<file path="src/rtl/qpsk_pkg.sv">
// Shared definitions for the QPSK mapper/upsampler chain: widths, FSM encoding
// and the DAC levels used to map a bit onto an I or Q rail.
package qpsk_pkg;

    localparam int QPSK_DATA_W = 32;
    localparam int QPSK_SPS_W  = 4;

    localparam logic [15:0] ONE  = 16'h6665;
    localparam logic [15:0] ZERO = 16'h999B;

    typedef enum logic [0:0] {
        ST_IDLE = 1'b0,
        ST_EMIT = 1'b1
    } state_e;

    // Map one data bit to its signed DAC level (used by the converter stage).
    function automatic logic [15:0] dac_level(input logic bit_val);
        return bit_val ? ONE : ZERO;
    endfunction

endpackage

</file>
<file path="src/rtl/qpsk_symbol_upsampler.sv">
// Repeats each accepted QPSK symbol sps times, either holding the symbol or
// zero-stuffing the replicas after the first, with AXI-stream style handshakes.
module qpsk_symbol_upsampler
    import qpsk_pkg::*;
#(
    parameter int DATA_W = QPSK_DATA_W,
    parameter int SPS_W  = QPSK_SPS_W
) (
    input  logic              clk,
    input  logic              reset,
    input  logic [SPS_W-1:0]  sps,
    input  logic              zero_stuff,
    input  logic [DATA_W-1:0] in_tdata,
    input  logic              in_tlast,
    input  logic              in_tvalid,
    output logic              in_tready,
    output logic [DATA_W-1:0] out_tdata,
    output logic              out_tlast,
    output logic              out_tvalid,
    input  logic              out_tready
);

    state_e             state_r;
    logic [DATA_W-1:0]  hold_data_r;
    logic               hold_last_r;
    logic               zero_stuff_r;
    logic [SPS_W-1:0]   last_idx_r;
    logic [SPS_W-1:0]   rep_cnt_r;
    logic [DATA_W-1:0]  out_tdata_r;
    logic               out_tlast_r;
    logic               out_tvalid_r;

    logic               in_tready_s;
    logic               in_xfer_s;
    logic               out_xfer_s;
    logic               is_last_rep_s;
    logic [SPS_W-1:0]   new_last_idx_s;
    logic [SPS_W-1:0]   rep_cnt_inc_s;

    // A request of zero samples per symbol behaves as one.
    function automatic logic [SPS_W-1:0] sps_norm(input logic [SPS_W-1:0] s);
        return (s == {SPS_W{1'b0}}) ? SPS_W'(1) : s;
    endfunction

    // Handshake and replica-position decode.
    always_comb begin
        is_last_rep_s  = (rep_cnt_r == last_idx_r);
        new_last_idx_s = sps_norm(sps) - SPS_W'(1);
        rep_cnt_inc_s  = rep_cnt_r + SPS_W'(1);
        in_tready_s    = 1'b1;
        case (state_r)
            ST_IDLE: in_tready_s = 1'b1;
            ST_EMIT: in_tready_s = out_tready && is_last_rep_s;
            default: in_tready_s = 1'b1;
        endcase
        in_xfer_s  = in_tvalid && in_tready_s;
        out_xfer_s = out_tvalid_r && out_tready;
    end

    // Symbol hold registers, replica counter, FSM and registered outputs.
    always_ff @(posedge clk) begin
        if (!reset) begin
            state_r      <= ST_IDLE;
            hold_data_r  <= {DATA_W{1'b0}};
            hold_last_r  <= 1'b0;
            zero_stuff_r <= 1'b0;
            last_idx_r   <= {SPS_W{1'b0}};
            rep_cnt_r    <= {SPS_W{1'b0}};
            out_tdata_r  <= {DATA_W{1'b0}};
            out_tlast_r  <= 1'b0;
            out_tvalid_r <= 1'b0;
        end else begin
            case (state_r)
                ST_IDLE: begin
                    if (in_xfer_s) begin
                        state_r      <= ST_EMIT;
                        hold_data_r  <= in_tdata;
                        hold_last_r  <= in_tlast;
                        zero_stuff_r <= zero_stuff;
                        last_idx_r   <= new_last_idx_s;
                        rep_cnt_r    <= {SPS_W{1'b0}};
                        out_tdata_r  <= in_tdata;
                        out_tlast_r  <= in_tlast && (new_last_idx_s == {SPS_W{1'b0}});
                        out_tvalid_r <= 1'b1;
                    end else begin
                        state_r      <= ST_IDLE;
                    end
                end
                ST_EMIT: begin
                    if (out_xfer_s && is_last_rep_s) begin
                        // Reloading here keeps back-to-back symbols bubble-free.
                        if (in_xfer_s) begin
                            state_r      <= ST_EMIT;
                            hold_data_r  <= in_tdata;
                            hold_last_r  <= in_tlast;
                            zero_stuff_r <= zero_stuff;
                            last_idx_r   <= new_last_idx_s;
                            rep_cnt_r    <= {SPS_W{1'b0}};
                            out_tdata_r  <= in_tdata;
                            out_tlast_r  <= in_tlast && (new_last_idx_s == {SPS_W{1'b0}});
                            out_tvalid_r <= 1'b1;
                        end else begin
                            state_r      <= ST_IDLE;
                            rep_cnt_r    <= {SPS_W{1'b0}};
                            out_tdata_r  <= {DATA_W{1'b0}};
                            out_tlast_r  <= 1'b0;
                            out_tvalid_r <= 1'b0;
                        end
                    end else if (out_xfer_s) begin
                        rep_cnt_r    <= rep_cnt_inc_s;
                        out_tdata_r  <= zero_stuff_r ? {DATA_W{1'b0}} : hold_data_r;
                        out_tlast_r  <= hold_last_r && (rep_cnt_inc_s == last_idx_r);
                    end else begin
                        rep_cnt_r    <= rep_cnt_r;
                    end
                end
                default: begin
                    state_r      <= ST_IDLE;
                    rep_cnt_r    <= {SPS_W{1'b0}};
                    out_tdata_r  <= {DATA_W{1'b0}};
                    out_tlast_r  <= 1'b0;
                    out_tvalid_r <= 1'b0;
                end
            endcase
        end
    end

    assign in_tready  = in_tready_s;
    assign out_tdata  = out_tdata_r;
    assign out_tlast  = out_tlast_r;
    assign out_tvalid = out_tvalid_r;

endmodule

</file>
<file path="config.mk">
export PLATFORM = sky130hd
export DESIGN_NAME = qpsk_symbol_upsampler
export DESIGN_NICKNAME = d
export VERILOG_FILES = /design/src/rtl/qpsk_pkg.sv /design/src/rtl/qpsk_symbol_upsampler.sv
export SDC_FILE = /design/constraint.sdc
export NUM_CORES = 1
export LEC_CHECK = 0
export CORE_MARGIN = 3
export CORE_UTILIZATION = 54
export CTS_CLUSTER_DIAMETER = 150
export DETAILED_ROUTE_END_ITERATION = 10
export GPL_TIMING_DRIVEN = 0
export PLACE_DENSITY = 0.85
export RECOVER_POWER = 25
export REMOVE_ABC_BUFFERS = 1
export SLEW_MARGIN = 20
export SYNTH_ARGS = -nofsm -noshare
export SYNTH_HDL_FRONTEND = slang
export SYNTH_SLANG_ARGS = --single-unit
</file>
<file path="constraint.sdc">
create_clock -name clk -period 3.4 [get_ports clk]
set_input_delay 0.68 -clock clk [delete_from_list [all_inputs] [get_ports clk]]
set_output_delay 0.68 -clock clk [all_outputs]
set_load 0.03 [all_outputs]
</file>
## Yosys cells after proc, flatten, opt, wreduce, memory -nomap -nowiden

Index checks and enable logic that the tools add are counted.

- Output and inout bits: 35
- Bits in registers: 77
- Logic and storage cells: 62

- Equal/unequal tests: 5
- Reduce and logical (&&, ||, !) cells: 10
- Add/subtract/negate cells: 2
- Muxes and demuxes: 35
- Bitwise operators: 1

Operators by type and width:

| cell | number |
|---|---|
| 32-bit two-way mux | 7 |
| 32-bit case mux with 2 select lines | 2 |
| 4-bit two-way mux | 6 |
| 4-bit case mux with 2 select lines | 2 |
| 1-bit two-way mux | 12 |
| 1-bit case mux with 2 select lines | 6 |
| 4-bit == test | 2 |
| 4-bit zero test | 2 |
| 1-bit logical AND | 6 |
| 4-bit by 1-bit adder with 4-bit output (second input constant) | 1 |
| 2-bit AND reduction | 2 |
| 4-bit by 1-bit subtractor with 4-bit output (second input constant) | 1 |
| 3-bit by 1-bit != test with 1-bit output (second input constant) | 1 |
| 2-bit by 1-bit != test with 1-bit output (second input constant) | 1 |
| 2-bit != test (second input constant) | 1 |
| 1-bit NOT | 1 |

## Depth between registers and ports, before layout

- Word-level depth: 8
- Mapped depth: 7
- Gate-level depth less buffers: 7

## Least setup slack after synthesis

No wires, ideal clock.

- Path kind: reg2out
- From: reg rep_cnt_r[1]
- To: out in_tready
- Setup slack: 1.528 ns
- Data arrival time: 1.192 ns
- Stages on the path, launching flop included: 5
- Buffers on the path: 0
- Cell sequence: dfxtp_1 xnor2_1 and4b_1 nand2_1 nand2_1

- Cells in the longest elaborated chain, start to end: 3

RTL lines:

| item | RTL line | RTL |
|---|---|---|
| start, declared | qpsk_symbol_upsampler.sv:28 | `logic [SPS_W-1:0] rep_cnt_r;` |
| start signal, assigned | qpsk_symbol_upsampler.sv:68 | `rep_cnt_r <= {SPS_W{1'b0}};` |
| start signal, assigned | qpsk_symbol_upsampler.sv:81 | `rep_cnt_r <= {SPS_W{1'b0}};` |
| start signal, assigned | qpsk_symbol_upsampler.sv:98 | `rep_cnt_r <= {SPS_W{1'b0}};` |
| 4-bit == test | qpsk_symbol_upsampler.sv:47 | `is_last_rep_s = (rep_cnt_r == last_idx_r);` |
| 1-bit logical AND | qpsk_symbol_upsampler.sv:53 | `ST_EMIT: in_tready_s = out_tready && is_last_rep_s;` |
| 1-bit case mux with 2 select lines | qpsk_symbol_upsampler.sv:51 | `case (state_r)` |
| end, declared | qpsk_symbol_upsampler.sv:16 | `output logic in_tready,` |

No other way between the ends.

## Final worst setup path

Ends and elaborated chain as after synthesis.

==> summary.md <==
| Metric | Value |
|---|---|
| Cell Pwr Density | 472 nW/um^2 |
| Starting density of the core | 56.5% |
| RSZ-0062 raised after global routing | false |
| Die Y-Extent | 85.2 um |
| I/O Pins | 77 |
| Leak pwr | 1.70 nW |
| Overflow after GRT | 0 |
| Pin count of the biggest net entering global routing | 61 |
| Utilization after layout | 71.4% |
| FF+latch count, synth | 77 |
| CTS Sinks | 77 |
| Vias | 2,973 |
| Status | complete, no violations |
| Drt first pass iters | 5 |
| Final Total Pwr | 2.02 mW |
| Post-synth EDFFs | 0 |
| Hold slack | 457 ps |
| Vias per cell | 5.54 |
| F_max | 0.348 GHz |
| CP Max Fanout | 4 |
| Reg-to-reg slack, setup | 1200 ps |
| Post-Syn Area | 3390 um^2 |
| Skew final | 11.1 ps |
| Post-Place Cells | 524 |
| Post-Route WL | 7790 um |
| Post-synthesis sequential area ratio | 45.5% |
| Worst r2r src | rep_cnt_r[1]$_SDFFE_PN0P_ |
| Final instance area | 4280 um^2 |
| Placer Congestion | 0.821 |
| Tmin final | 2870 ps |
| Setup Buffers After CTS | 0 |
| Ranking of synthesized cells by area | dfxtp_1 46%, nand2_1 11%, mux2i_1 10% |
| Worst path required time | 2720 ps |
| Synth async-reset ratio | 0% |
| CP endpoint kind | output pin |
| Final ANT Viol Nets | 0 |
| Clock tree buffer depth | 2 |
| Max H-tree Level | 3 |
| Num CTS Buffers | 9 |
| Max-slew violation count | 0 |
| GRT Util Overall | 22.0% |
| Synth warn | 0 |
| Clock slew seen by the registers of the worst setup and hold paths | 70 ps |
| Hold Path Class | reg2reg |
| Root Driver | clkbuf_8 |
| Layout cell share with drive strength beyond 1 | 4.98% |
| Synth unique cells | 37 |
| ANT cells | 0 |
| Die W | 85.2 um |
| CP Launch Type | flop |
| Area leader, netlist | dfxtp_1 |
| Commonest cells after routing, fill and taps aside | 103 x nand2_1, 77 x dfxtp_1, 60 x o21ai_0, 48 x clkdlybuf4s50_1, 35 x mux2i_1 |
| Setup WS post-layout | 526 ps |
| Area growth syn-to-layout | 26.4% |
| First-iteration detailed-routing DRC count | 153 |
| Period Utilization, post-route | 84.5% |
| Hold Path Cell Cnt | 2 |
| DP Wirelength | 5010 um |
| Dpl cell area | 4130 um^2 |
| Final setup violation count | 0 |
| Clock latency on the worst-skew pair | 340 ps |
| Number of global-route vias before repair | 2,875 |
| Final cell count without fillers | 537 |
| Hold Path Sink | out_tdata[24]$_SDFFE_PN0P_ |
| Syn Area/Cell | 8.49 um^2 |
| Core Region | 5990 um^2 |
| Nets | 505 |
| First-pass GRT wire length | 13,100 um |
| Placement Rows | 28 |
| Reg2reg path depth | 5 |
| Initial antenna violation count | 0 |
| Synth top area share | 45.5% |
| # resized after CTS | 0 |
| Remaining DRCs | 0 |
| Cells after Synth | 399 |
| Area of the die | 7260 um^2 |
| Hold Startpoint | hold_data_r[24]$_SDFFE_PN0P_ |
| Hold Buf Count CTS | 0 |
| Setup_tns | 0 ps |
| PortBufs | 76 |
| Crit Path Class | reg2out |
| Slew Limit Headroom | 22.5% |
| CTS tree | done |
| Slew @ Worst Pin | 1160 ps |
| Peak VDD IR | 0.000335 V |
| Final hold violation count | 0 |
| Capturing point of the worst reg2reg path | out_tdata[15]$_SDFFE_PN0P_ |
| Top_reg_cell synth | dfxtp_1 |
| DP Worst Slack | 693 ps |
| Commonest non-fill, non-tap cell in the layout | nand2_1 |
| # Max-Cap Violations | 0 |
| Arr. time, crit path | 2190 ps |
| Drt wl/cell | 14.5 um |
[synthesized netlist by cell type, types with 2 or more instances]
cell type,number
a21oi_1,26
mux2i_1,35
o21ai_0,60
inv_1,5
buf_8,3
nand4_1,3
a221oi_1,6
o21ai_1,3
a21boi_0,2
xnor2_1,5
nand2_1,103
buf_4,4
ha_1,3
o31ai_1,2
clkbuf_1,20
xnor2_2,2
nor2_1,13
nand3_1,5
xor2_1,4
and3_1,2
dfxtp_1,77
[per-layer routing]
| layer | global-route usage (%) | wire length (um) |
|---|---|---|
| met4 | 7.77 | 67 |
| met1 | 27.9 | 3450 |
| met2 | 36.9 | 3690 |
| met3 | 4.76 | 581 |
| met5 | 0 | 0 |
[final cells by class]
type | count | area (um^2)
sequential | 77 | 1540
inverter | 5 | 18.8
clock buffer | 11 | 141
timing repair buffer | 78 | 793
clock inverter | 2 | 12.5
multi-input combinational | 289 | 1680
tap | 75 | 93.8
fill | 471 | 1710
[sequential cells by signal (all words and copies together), names as in the netlist]
name	flops
hold_data_r	32
out_tdata	32
last_idx_r	4
rep_cnt_r	4
hold_last_r	1
out_tlast	1
out_tvalid	1
state_r	1
zero_stuff_r	1
[critical path: stages, from the launching register on]
cell             delay, ps
dfxtp_1                350
xnor2_1                330
and4b_1                350
nand2_1                 80
nand2_1                 70
clkdlybuf4s50_1        670
[cells by family (layout without fill, tap and decap cells)]
kind of cell,after synthesis,in the layout,share of synthesized area [%]
AO/OA/AOI/OAI,107,107,18.1
XOR/XNOR,11,11,3.29
adder cells (fa/ha/maj),3,3,1.11
buffers and inverters,33,96,5.13
flip-flops,77,77,45.5
multiplexers,35,35,10.3
AND/OR/NAND/NOR,133,133,16.5
[where the power goes]
part	internal (mW)	switching [mW]	leakage [nW]	total, mW
Combinational	0.180	0.251	0.989	0.431
Clock	0.272	0.305	0.0771	0.577
Sequential	0.973	0.0404	0.635	1.01
Total	1.42	0.596	1.70	2.02
[how the worst max path moves through the flow]
stage / from / endpoint / slack [ps]
2_1_floorplan: out_tready / rep_cnt_r[3]$_SDFFE_PN0P_ / 1160
3_3_place_gp: reset / last_idx_r[3]$_SDFFE_PN0P_ / -1080
3_5_place_dp: out_tready / in_tready / 690
4_1_cts: rep_cnt_r[1]$_SDFFE_PN0P_ / in_tready / 520
5_1_grt: rep_cnt_r[1]$_SDFFE_PN0P_ / in_tready / 470
6_report: rep_cnt_r[1]$_SDFFE_PN0P_ / in_tready / 530
(Power assumes the default switching activity.)
